==> config.mk <==
export PLATFORM = sky130hd
export DESIGN_NAME = vx_clone_sequencer
export DESIGN_NICKNAME = d
export VERILOG_FILES = /design/src/rtl/vx_clone_sequencer_pkg.sv /design/src/rtl/vx_clone_sequencer_lowest_set.sv /design/src/rtl/vx_clone_sequencer.sv
export SDC_FILE = /design/constraint.sdc
export NUM_CORES = 1
export LEC_CHECK = 0
export CAP_MARGIN = 20
export CORE_UTILIZATION = 55
export DETAILED_ROUTE_END_ITERATION = 6
export DONT_BUFFER_PORTS = 1
export PLACE_DENSITY = 0.66
export SYNTH_ARGS = -nofsm -noshare
export SYNTH_HDL_FRONTEND = slang
export SYNTH_SLANG_ARGS = --single-unit
==> constraint.sdc <==
create_clock -name clk -period 2.4 [get_ports clk]
set_input_delay 0.12 -clock clk [delete_from_list [all_inputs] [get_ports clk]]
set_output_delay 0.12 -clock clk [all_outputs]
set_load 0.01 [all_outputs]
==> src/rtl/vx_clone_sequencer_pkg.sv <==
`default_nettype none
// ============================================================================
// Module   : vx_clone_sequencer_pkg
// Brief    : Shared state encodings and helpers for the thread-clone sequencer.
// Revision : 1.0
// ============================================================================
package vx_clone_sequencer_pkg;

    localparam int STATE_W = 2;

    localparam logic [STATE_W-1:0] CLONE_IDLE  = 2'd0;
    localparam logic [STATE_W-1:0] CLONE_COPY  = 2'd1;
    localparam logic [STATE_W-1:0] CLONE_DRAIN = 2'd2;
    localparam logic [STATE_W-1:0] CLONE_DONE  = 2'd3;

    localparam int DRAIN_W = 4;

    function automatic int copied_width(input int nt);
        return $clog2(nt) + 1;
    endfunction

endpackage
`default_nettype wire

==> src/rtl/vx_clone_sequencer_lowest_set.sv <==
`default_nettype none
// ============================================================================
// Module   : vx_lowest_set
// Brief    : Combinational priority encoder: one-hot of the lowest set bit.
// Revision : 1.0
// ============================================================================
module vx_lowest_set #(
    parameter int W = 4
) (
    input  logic [W-1:0] vec,
    output logic [W-1:0] onehot,
    output logic         valid
);

    // Two's-complement trick isolates the lowest set bit.
    assign onehot = vec & (~vec + W'(1));
    assign valid  = |vec;

endmodule
`default_nettype wire

==> src/rtl/vx_clone_sequencer.sv <==
`default_nettype none
// ============================================================================
// Module   : vx_clone_sequencer
// Brief    : Mask-driven clone FSM copying the master register image into
//            slave lanes one per cycle, retrying on writeback conflicts.
// Revision : 1.0
// ============================================================================
module vx_clone_sequencer
    import vx_clone_sequencer_pkg::*;
#(
    parameter int NT           = 4,
    parameter int DRAIN_CYCLES = 2
) (
    input  logic                 clk,
    input  logic                 reset_n,
    input  logic                 in_clone_req,
    input  logic [NT-1:0]        in_clone_mask,
    input  logic                 in_wb_conflict,
    output logic [NT-1:0]        out_to_clone,
    output logic                 out_clone_stall,
    output logic                 out_busy,
    output logic                 out_done,
    output logic [$clog2(NT):0]  out_copied
);

    generate
        if (NT < 2) begin : g_nt_illegal
            $error("vx_clone_sequencer: NT must be at least 2");
        end
        if (DRAIN_CYCLES < 0 || DRAIN_CYCLES > 15) begin : g_drain_illegal
            $error("vx_clone_sequencer: DRAIN_CYCLES must be in 0..15");
        end
    endgenerate

    localparam logic [NT-1:0]      C_SLAVE_MASK = ~NT'(1);
    localparam logic [DRAIN_W-1:0] C_DRAIN_INIT = DRAIN_W'(DRAIN_CYCLES);

    logic [STATE_W-1:0]   r_state;
    logic [STATE_W-1:0]   w_state_nxt;
    logic [NT-1:0]        r_pend;
    logic [NT-1:0]        w_pend_nxt;
    logic [DRAIN_W-1:0]   r_drain;
    logic [DRAIN_W-1:0]   w_drain_nxt;
    logic [$clog2(NT):0]  r_copied;
    logic [$clog2(NT):0]  w_copied_nxt;
    logic [NT-1:0]        w_lane;
    logic                 w_lane_vld;
    logic [NT-1:0]        w_pend_cleared;

    vx_lowest_set #(
        .W      (NT)
    ) u_lowest_set (
        .vec    (r_pend),
        .onehot (w_lane),
        .valid  (w_lane_vld)
    );

    assign w_pend_cleared = r_pend & ~w_lane;

    always_ff @(posedge clk or negedge reset_n) begin
        if (!reset_n) begin
            r_state  <= CLONE_IDLE;
            r_pend   <= '0;
            r_drain  <= '0;
            r_copied <= '0;
        end else begin
            r_state  <= w_state_nxt;
            r_pend   <= w_pend_nxt;
            r_drain  <= w_drain_nxt;
            r_copied <= w_copied_nxt;
        end
    end

    always_comb begin
        w_state_nxt  = r_state;
        w_pend_nxt   = r_pend;
        w_drain_nxt  = r_drain;
        w_copied_nxt = r_copied;
        case (r_state)
            CLONE_IDLE: begin
                if (in_clone_req) begin
                    w_pend_nxt   = in_clone_mask & C_SLAVE_MASK;
                    w_copied_nxt = '0;
                    w_state_nxt  = ((in_clone_mask & C_SLAVE_MASK) != '0) ? CLONE_COPY : CLONE_DONE;
                end
            end
            CLONE_COPY: begin
                if (!w_lane_vld) begin
                    w_state_nxt = CLONE_DONE;
                end else if (!in_wb_conflict) begin
                    w_pend_nxt   = w_pend_cleared;
                    w_copied_nxt = r_copied + 1'b1;
                    if (w_pend_cleared == '0) begin
                        w_drain_nxt = C_DRAIN_INIT;
                        w_state_nxt = (DRAIN_CYCLES == 0) ? CLONE_DONE : CLONE_DRAIN;
                    end
                end
            end
            CLONE_DRAIN: begin
                w_drain_nxt = r_drain - 1'b1;
                if (r_drain <= DRAIN_W'(1)) begin
                    w_drain_nxt = '0;
                    w_state_nxt = CLONE_DONE;
                end
            end
            default: begin
                w_state_nxt = CLONE_IDLE;
            end
        endcase
    end

    // Stall is gated by reset so a held request cannot leak through while in reset.
    always_comb begin
        out_to_clone    = '0;
        out_clone_stall = 1'b0;
        out_busy        = 1'b0;
        out_done        = 1'b0;
        case (r_state)
            CLONE_IDLE: begin
                out_clone_stall = in_clone_req & reset_n;
            end
            CLONE_COPY: begin
                out_clone_stall = 1'b1;
                out_busy        = 1'b1;
                if (!in_wb_conflict) begin
                    out_to_clone = w_lane;
                end
            end
            CLONE_DRAIN: begin
                out_clone_stall = 1'b1;
                out_busy        = 1'b1;
            end
            default: begin
                out_busy = 1'b1;
                out_done = 1'b1;
            end
        endcase
    end

    assign out_copied = r_copied;

endmodule
`default_nettype wire

; Word level (Yosys, flattened, before mapping)
; Index checks and enable logic that the tools add are counted.
; W data, S select, Z words.
[totals]
out_inout_bits = 10
ff_bits = 13
ramBits = 0
memories = 0
latchBits = 0
inputBits = 8
rom_bits = 0
elab_cells = 58
[op_classes]
shifts = 0
reduce_logical = 11
n_lt_le_gt_ge = 1
bitwise_logic = 5
n_eq_ne = 9
mux = 25
div = 0
n_addsub = 3
n_mul = 0
[op_table]
columns = cell, n
row1 = $mux W4, 9
row2 = $pmux W4 S2, 2
row3 = $mux W2, 6
row4 = $reduce_and A4 Y1, 3
row5 = $ne A2 B2 Y1 const B, 5
row6 = $mux W3, 3
row7 = $and A4 B4 Y4, 2
row8 = $not A4 Y4, 2
row9 = $ne A3 B3 Y1 const B, 2
row10 = $pmux W2 S3, 1
row11 = $pmux W3 S2, 1
row12 = $add A4 B1 Y4 const B, 1
row13 = $le A4 B1 Y1 const B, 1
row14 = $logic_not A4 Y1, 1
row15 = $reduce_bool A2 Y1, 2
row16 = $reduce_bool A4 Y1, 1
row17 = $reduce_or A4 Y1, 1
row18 = $sub A4 B1 Y4 const B, 1
row19 = $add A3 B1 Y3 const B, 1
row20 = $reduce_or A3 Y1, 1
row21 = $eq A2 B1 Y1 const B, 1
row22 = $eq A2 B2 Y1 const B, 1
row23 = $logic_not A2 Y1, 1
row24 = $mux W1, 2
row25 = other kinds (3), 3

; Logic depth before layout (Yosys ltp)
; Gate-level depths: netlist of run 1.
[logic_depth]
depth_word = 10
ltp_mapped = 6

; Modules after synthesis
; Synthesis of run 1 repeated with hierarchy kept, for this count alone.
[hier_totals]
hier_cells = 106
hier_area_um2 = 977.2
[modules_own_cells]
columns = module, area_each_um2, seq_area_each_um2, instances, cells_per_inst
row1 = vx_clone_sequencer, 937.1, 325.3, 1, 101
row2 = vx_lowest_set, 40.0, 0.0, 1, 5

; Worst setup path before layout of run 1
; Ideal clock, no wire load.
[synth_path]
path_type = reg-to-reg
start = register r_state[1]
end = register r_copied[0] (netlist: out_copied[0])
setup_slack_ps = 657
t_arrival_ps = 1618
setup_ps = 125
stages_incl_launch_ff = 6
synth_period_minus_slack_ps = 1743
path_cell_list = dfrtp_1 inv_1 ha_1 or4b_4 nor2b_4 mux2_4
[synth_between]
elab_chain_len = 3
elab_cells_between_ends = 8
[synth_rtl]
columns = item, line
row1 = from (decl), vx_clone_sequencer.sv:38  ; logic [STATE_W-1:0] r_state;
row2 = from (signal assigned), vx_clone_sequencer.sv:67  ; r_state <= w_state_nxt;
row3 = $eq A2 B1 Y1 or $logic_not A2 Y1 (tied branches), vx_clone_sequencer.sv:79  ; case (r_state)
row4 = $ne A2 B2 Y1 (no line) or $reduce_bool A2 Y1 (tied branches), --
row5 = $reduce_and A4 Y1 (no line), --
row6 = to (signal assigned), vx_clone_sequencer.sv:70  ; r_copied <= w_copied_nxt;
row7 = to (decl), vx_clone_sequencer.sv:44  ; logic [$clog2(NT):0] r_copied;
; Several ways; a longest one is shown, not always the timed one.
; A chain may end at the register's enable or synchronous reset.

; Worst setup path after layout of run 1
[layout_path]
start = register r_state[1]
end = output out_to_clone[3]
[layout_between]
elab_chain_len = 2
[layout_rtl]
columns = item, line
row1 = $eq A2 B1 Y1, vx_clone_sequencer.sv:118  ; case (r_state)
row2 = $mux W4, vx_clone_sequencer.sv:118
row3 = to (decl), vx_clone_sequencer.sv:19  ; output logic [NT-1:0] out_to_clone,
; No other way between the ends.

==> results.json, run 1 <==
{
  "fin_area_um2": 935.9,
  "dr.first_iter.drc_count": 16,
  "rows": 13,
  "avgViaCountPerCell": 6.248,
  "async_flop_share_pct": 100.0,
  "slew-limit-headroom_pct": 64.57,
  "antenna_found_initial": 0,
  "synth.distinct_cells": 41,
  "core_area_um2": 1383,
  "dp_hpwl_um": 1220,
  "clock_latency_ps": 270,
  "diodes": 0,
  "avgRoutedWirePerCell_um": 15.50,
  "synth_area_leaders": "dfrtp_1 (34%), ha_1 (10%), inv_1 (3.9%), a21o_1 (3.4%), a22o_1 (3.0%)",
  "vias": 681,
  "drc": 0,
  "synth_edf_count": 0,
  "seq_area_frac_synth_pct": 34.48,
  "grt_first_pass_wirelength_um": 2725,
  "cts_made_buffers": 3,
  "die_h_um": 41.79,
  "end_kind": "output port",
  "root_buffer": "clkbuf_4",
  "cp_max_fo": 8,
  "grt_max_degree": 13,
  "cts_num_sinks": 12,
  "dr.pass1.iters": 4,
  "wirelength_um": 1689,
  "min_path_type": "in -> reg",
  "critPathArrivalTime_ps": 1830,
  "outcome": "finished, final reports clean",
  "cts.clk_slew.worst_paths_ps": 70,
  "synth_top_cell_area_share_pct": 34.48,
  "finalCritPeriodShare_pct": 81.16,
  "drive_above_1_share_pct": 11.70,
  "cts_tree": "yes",
  "powerDensity_nw_per_um2": 1281,
  "gp_congestion": 0.8465,
  "fin_cells": 109,
  "synth_area_leader_cell": "dfrtp_1",
  "setup_tns_ps": 0,
  "hold_viol_final": 0,
  "grt_overflow": 0,
  "synth_most_common_cell": "dfrtp_1",
  "setup.worst_path.class": "reg -> out",
  "dieArea_um2": 1746,
  "start_util_pct": 62.99,
  "r2r_slack_ps": 480,
  "io_pins": 18,
  "fmax_mhz": 513.4,
  "setup_viol_count_final": 0,
  "netlist_top_cells_count": "dfrtp_1 (12), inv_1 (9), ha_1 (7)",
  "netlist_instances": 89,
  "drv_slew": 0,
  "fin_nets": 111,
  "cts_setup_buffers": 0,
  "synthFlopType": "dfrtp_1",
  "power_mw": 1.199,
  "cp.required_ps": 2280,
  "place_inst": 102,
  "ant_nets": 0,
  "clk_path_buf_depth": 2,
  "startpoint_type": "flop",
  "synth-seq-cells": 12,
  "clock_skew_ps": 1.361,
  "placed_cell_area_um2": 873.3,
  "ir_worst_vdd_mv": 0.6978,
  "synth_fp_nets": 104,
  "drv_cap": 0,
  "period_minus_slack_ps": 1948,
  "io_buffers": 0,
  "rsz0062_at_grt": "no",
  "grt_usage_pct": 20.93,
  "h-tree-depth": 1,
  "yosysWarningCount": 0,
  "leakage_nw": 0.4515,
  "syn_to_final_growth_pct": 7.471,
  "synth_area_um2": 870.8,
  "die_w_um": 41.79,
  "synth.avg_cell_area_um2": 9.785,
  "grt_pass1_vias": 612,
  "tightest_slew_ps": 529.7
}
==> final timing paths <==
| path | startpoint | to | cells past startpoint |
|---|---|---|---|
| min reg2reg | r_drain[0] | r_drain[0] | 1 |
| min | in_clone_mask[3] | r_state[1] | 3 |
| min in group asynchronous | reset_n | r_pend[3] | 1 |
| max reg2reg | r_state[1] | r_state[0] | 5 |
| max | r_state[1] | out_to_clone[3] | 6 |
| max in group asynchronous | reset_n | r_drain[2] | 1 |
==> layout make-up <==
class	count	area, um2
Clock buffer	3	22.52
Fill cell	110	446.7
Inverter	9	33.78
Multi-Input combinational cell	65	513.0
Sequential cell	12	300.3
Tap cell	15	18.77
Timing Repair Buffer	5	47.55
==> flip-flops by register name, summed over array words and instances (netlist names) <==
register    count
r_drain         4
r_state         2
out_copied      3
r_pend          3
==> cell families after synthesis <==
family	count (synthesis)	share of synthesized area, %
DFF	12	34.48
other	1	0.4306
muxes	4	5.316
and+or+nand+nor	25	18.10
AOI/OAI and AO/OA	26	22.99
adders and majority gates	7	10.06
xor gates and xnor gates	2	2.012
buffers and inverters	12	6.609
==> where the power goes <==
part,internal [mW],switching (mW),total [mW]
sequential,0.284,0.114,0.398
clock,0.0581,0.0657,0.124
combinational,0.312,0.365,0.677
total,0.654,0.545,1.20
==> worst max-delay path: stages (launching register included) <==
cell	delay [ps]
dfrtp_1	400
inv_1	100
ha_1	310
nor2b_1	250
buf_4	160
nand2_1	50
nor3_1	290
==> metal layers <==
layer  vias up  track usage (%)  wire, um
li1        336                -         -
met1       319            30.49       877
met2        22            28.44       689
met3         4            5.652        94
met4         0            9.677        27
met5         -                0         0
==> through the flow <==
step / util (%) / hold WS, ps / worst slack [ps]
after global placement: 63.17 / -175.3 / 475.9
after floorplan: - / -175.6 / 657.3
after CTS: 67.69 / 111.1 / 432.4
after global routing: 67.69 / 117.1 / 322.3
final: 67.69 / 111.4 / 452.2
after detailed placement: 63.17 / -175.3 / 483.3
==> timing repair <==
action	4_1_cts	5_1_grt
hold buffers	4	0
endpoints found under the hold margin	15	0
gates resized for setup	0	0
endpoints found under the setup margin	0	0
==> placed cells by master (no fill, tap or decap), types with 2 or more instances in the layout <==
cell type	instances
a211oi_1	2
a21o_1	4
a22o_1	3
a31oi_1	2
clkbuf_4	3
dfrtp_1	12
dlygate4sd3_1	4
ha_1	7
inv_1	9
mux2i_1	2
nand2_1	3
nand2b_1	2
nor2_1	6
nor2b_1	2
nor3_1	4
o2111ai_1	2
o21ai_0	2
xor2_1	2
Power figures use the tool's default switching activity.
==> run 2: changes to the inputs <==
- clock period: 2.4 -> 1.9 ns (I/O delays scaled with it)
==> run 2 against run 1 <==
Compared with the run above: clock power is 17% higher; routed wire length is 5.2% higher; global-route usage is 2.6 points higher; clock-buffer cell count stayed put; sequential power is 24% higher; non-clock buffer count is 4 higher; flip-flop and latch count stayed put; final cell count is 3.7% higher; die area stayed put; clock skew is 5.4 ps higher; register-to-register slack worse by 360 ps; first-iteration DRC count is 13% lower; critical path type is now reg -> reg; critical endpoint is now out_copied[0]; largest cell class unchanged.
==> results.json, run 2 (synthesis results as in run 1) <==
{
  "hold_viol_final": 0,
  "startpoint_type": "flop",
  "end_kind": "flop",
  "fin_nets": 115,
  "diodes": 0,
  "io_pins": 18,
  "core_area_um2": 1383,
  "setup_viol_count_final": 0,
  "antenna_found_initial": 0,
  "cts_tree": "yes",
  "start_util_pct": 62.99,
  "grt_usage_pct": 23.54,
  "avgRoutedWirePerCell_um": 15.73,
  "wirelength_um": 1777,
  "dr.first_iter.drc_count": 14,
  "root_buffer": "clkbuf_4",
  "dieArea_um2": 1746,
  "clk_path_buf_depth": 2,
  "cp.required_ps": 2050,
  "setup.worst_path.class": "reg -> reg",
  "gp_congestion": 0.8513,
  "pwr-share-comb_pct": 59.8,
  "fin_cells": 113,
  "swShare_pct": 44.37,
  "grt_max_degree": 13,
  "placed_cell_area_um2": 903.4,
  "fmax_mhz": 561.5,
  "h-tree-depth": 1,
  "min_path_type": "in -> reg",
  "grt_pass1_vias": 666,
  "critPathArrivalTime_ps": 1930,
  "drc": 0,
  "multiInputGateArea_um2": 520.5,
  "cts_setup_buffers": 0,
  "dp_hpwl_um": 1346,
  "slew-limit-headroom_pct": 63.80,
  "ant_nets": 0,
  "vias": 688,
  "largest_reg_flops": 4,
  "cts.clk_slew.worst_paths_ps": 70,
  "powerDensity_nw_per_um2": 1631,
  "clock_latency_ps": 260,
  "drv_cap": 0,
  "place_inst": 106,
  "grt_first_pass_wirelength_um": 3077,
  "cts_num_sinks": 12,
  "dr.pass1.iters": 4,
  "tightest_slew_ps": 541.2,
  "io_buffers": 0,
  "cts_made_buffers": 3,
  "die_w_um": 41.79,
  "clockPowerShare_pct": 9.2,
  "grt_overflow": 0,
  "p_sw_uw": 704.3,
  "leakage_nw": 0.4730,
  "final_common_cell": "dfrtp_1",
  "ir_worst_vdd_mv": 0.9081,
  "regArea_um2": 300.3,
  "cp_max_fo": 5,
  "drive_above_1_share_pct": 17.35,
  "final.setup.worst_slack_ps": 119.1,
  "drv_slew": 0,
  "rows": 13,
  "clock_skew_ps": 6.777,
  "die_h_um": 41.79,
  "rsz0062_at_grt": "no",
  "fin_area_um2": 973.4,
  "syn_to_final_growth_pct": 11.78,
  "p_seq_share_pct": 31.1,
  "top_register": "r_drain",
  "avgViaCountPerCell": 6.088,
  "finalCritPeriodShare_pct": 93.73,
  "fillCellCount": 113,
  "post-place-ws_ps": 78.62,
  "period_minus_slack_ps": 1781,
  "final_cell_mix": "dfrtp_1 (12), inv_1 (9), nor2_1 (6), ha_1 (6), buf_4 (5)",
  "setup_tns_ps": 0,
  "intPower_uw": 883.0,
  "outcome": "finished, final reports clean"
}
-- run 2: changes by cell type in the layout (fill, tap and decap cells not counted) --
cell and change:
buf_4 +4, ha_1 -1, ha_2 +1, nor3_1 -1
nor3_2 +1
-- run 2: through the flow --
stage | power [mW] | hold slack [ps] | util [%]
after floorplan | 1.204 | -200.6 | -
after global placement | 1.398 | -200.4 | 65.34
after detailed placement | 1.423 | -200.2 | 65.34
after CTS | 1.582 | 92.24 | 69.86
after global routing | 1.732 | 88.58 | 70.41
final | 1.587 | 110.4 | 70.41
-- run 2: power groups by stage --
stage	Clock (mW)	Combinational, mW	Sequential (mW)
finish	0.145	0.949	0.493
global route	0.161	1.06	0.508
CTS	0.149	0.943	0.490
detailed placement	0	0.929	0.494
global placement	0	0.909	0.489
floorplan	0	0.750	0.454
-- run 2: metal layers --
layer  wire (um)  global-route usage [%]  share of wire (%)  vias to the layer above
met5           0                       0                  0                        -
met4           0                   3.871                  0                        0
met3          93                   7.826                5.2                        0
met2         797                   35.00                 45                       20
met1         887                   33.80                 50                      325
li1            -                       -                  -                      343
-- run 2: final timing paths --
kind                                  start             to  slack [ps]  depth (start not counted)
max in group asynchronous           reset_n     r_drain[1]        1290                          1
hold / removal             in_clone_mask[3]     r_state[1]         110                          3
setup / recovery                 r_state[1]  out_copied[0]         120                          5
min in group asynchronous           reset_n      r_pend[3]         250                          1
setup reg to reg                 r_state[1]  out_copied[0]         120                          5
hold reg to reg                  r_state[0]     r_state[0]         580                          1
-- run 2: worst max-delay path, cell delays in order (launching register included) --
cell and delay, ps:
dfrtp_1 400, inv_1 100, ha_2 230, or4b_4 500, nor2b_4 160, mux2_4 300
-- run 2: final cells by class --
type,count,area share [%]
clock buffers,3,2.314
well taps,15,1.928
flip-flops and latches,12,30.85
repair buffers,9,7.969
multi-input cells,65,53.47
inverters,9,3.470
-- run 2: repair_timing --
action                                  CTS  global route
resized for setup                         0             2
endpoints found under the setup margin    0             2
hold endpoints to repair                 15             0
hold buffers                              4             0
==> run 3: changes to the inputs <==
- REMOVE_ABC_BUFFERS: default -> 1
==> run 3 against run 2 <==
Compared with the run above: via count grew 1.9%; clock-buffer cell count is the same; power grew 1.5%; combinational power is essentially flat; clock skew shrank 1.2 ps; utilization is the same; critical path type unchanged.
==> results.json, run 3 (synthesis results as in run 1) <==
{
  "cts.clk_slew.worst_paths_ps": 80,
  "grt_overflow": 0,
  "cts_tree": "yes",
  "slowest_stage": "or4b_4",
  "slowest_delay_ps": 500,
  "slew-limit-headroom_pct": 63.19,
  "drv_slew": 0,
  "p_sw_uw": 725.6,
  "rsz0062_at_grt": "no",
  "final_common_cell": "dfrtp_1",
  "cp.required_ps": 2070,
  "clock_skew_ps": 5.592,
  "fin_area_um2": 973.4,
  "setup_viol_count_final": 0,
  "leakage_nw": 0.4730,
  "period_minus_slack_ps": 1823,
  "rows": 13,
  "placed_cell_area_um2": 903.4,
  "fin_cells": 113,
  "place_inst": 106,
  "dieArea_um2": 1746,
  "top_register": "r_drain",
  "final_cell_mix": "dfrtp_1 (12), inv_1 (9), nor2_1 (6), ha_1 (6), buf_4 (5)",
  "antenna_found_initial": 0,
  "r2r_slack_ps": 80,
  "ant_nets": 0,
  "setup_tns_ps": 0,
  "fin_nets": 115,
  "largest_reg_flops": 4,
  "syn_to_final_growth_pct": 11.78,
  "finalCritPeriodShare_pct": 95.92,
  "crit_chain": "inv_1 -> ha_2 -> or4b_4 -> nor2b_4 -> mux2_4",
  "outcome": "finished, final reports clean",
  "clk_path_buf_depth": 2,
  "drc": 0,
  "die_h_um": 41.79,
  "core_area_um2": 1383,
  "swShare_pct": 45.04,
  "min_path_type": "in -> reg",
  "die_w_um": 41.79,
  "io_buffers": 0,
  "intPower_uw": 885.4,
  "pwr-share-comb_pct": 59.1,
  "powerDensity_nw_per_um2": 1655,
  "cts_num_sinks": 12,
  "clock_latency_ps": 280,
  "root_buffer": "clkbuf_4",
  "grt_pass1_vias": 678,
  "drive_above_1_share_pct": 17.35,
  "fmax_mhz": 548.7,
  "setup.worst_path.class": "reg -> reg",
  "clockPowerShare_pct": 9.9,
  "p_seq_share_pct": 31.0,
  "drv_cap": 0,
  "startpoint_type": "flop",
  "dp_hpwl_um": 1339,
  "critPathTopFamily": "simple AND/OR/NAND/NOR gates",
  "avgViaCountPerCell": 6.204,
  "cts_made_buffers": 3,
  "cts_setup_buffers": 0,
  "dr.pass1.iters": 4,
  "cp_max_fo": 7,
  "h-tree-depth": 1,
  "tightest_slew_ps": 550.4,
  "cp_num_buf_inv": 1,
  "io_pins": 18,
  "avgRoutedWirePerCell_um": 16.45,
  "end_kind": "flop",
  "dr.first_iter.drc_count": 18,
  "grt_first_pass_wirelength_um": 3201,
  "vias": 701,
  "hold_viol_final": 0,
  "hold_ws_ps": 77.72,
  "grt_max_degree": 13,
  "start_util_pct": 62.99,
  "grt_usage_pct": 24.32,
  "diodes": 0,
  "ir_worst_vdd_mv": 1.056,
  "gp_congestion": 0.8019,
  "critPathArrivalTime_ps": 1990,
  "wirelength_um": 1859
}
run 3: cell counts in the layout (fill, tap and decap cells not counted):
No cell type changed its count.
run 3: routing by layer:
metal / share of wire, % / wire, um / track usage [%]
met5: 0 / 0 / 0
met1: 53 / 980 / 37.06
met4: 2.3 / 42 / 12.90
met2: 41 / 757 / 31.25
met3: 4.1 / 77 / 5.217
run 3: through the flow:
stage	utilization [%]	worst slack, ps	total power, mW
6_report	70.41	77.44	1.611
4_1_cts	70.23	25.42	1.606
5_1_grt	70.41	11.14	1.751
2_1_floorplan	-	157.3	1.181
3_3_place_gp	65.34	70.79	1.406
3_5_place_dp	65.34	39.26	1.427
run 3: worst register-to-register path: stages, from the launching register on:
cell     delay (ps)
dfrtp_1         400
inv_1           110
ha_2            260
or4b_4          500
nor2b_4         160
mux2_4          300
run 3: final timing paths:
check                            startpoint            end  cells after the start
max reg2reg                      r_state[1]  out_copied[0]                      5
min reg2reg                      r_drain[1]     r_drain[1]                      2
max in group asynchronous           reset_n     r_drain[0]                      1
max                              r_state[1]  out_copied[0]                      5
min in group asynchronous           reset_n      r_pend[1]                      1
min                        in_clone_mask[3]     r_state[1]                      3
run 3: final cells by class:
class / count / area, um2
clock buffer: 3 / 22.52
fill: 124 / 409.1
inverter: 9 / 33.78
tap: 15 / 18.77
sequential: 12 / 300.3
timing repair buffer: 9 / 77.57
multi-input combinational: 65 / 520.5
run 3: power groups by stage:
stage / combinational, mW / sequential [mW] / clock (mW)
2_1_floorplan: 0.707 / 0.475 / 0
3_3_place_gp: 0.908 / 0.497 / 0
3_5_place_dp: 0.927 / 0.501 / 0
4_1_cts: 0.947 / 0.498 / 0.161
5_1_grt: 1.06 / 0.517 / 0.174
6_report: 0.951 / 0.499 / 0.160
run 3: what timing repair did:
action / CTS / global route
cloned: 0 / 0
resized for setup: 1 / 1
hold buffers: 4 / 0
endpoints found under the hold margin: 15 / 0
endpoints found under the setup margin: 1 / 3
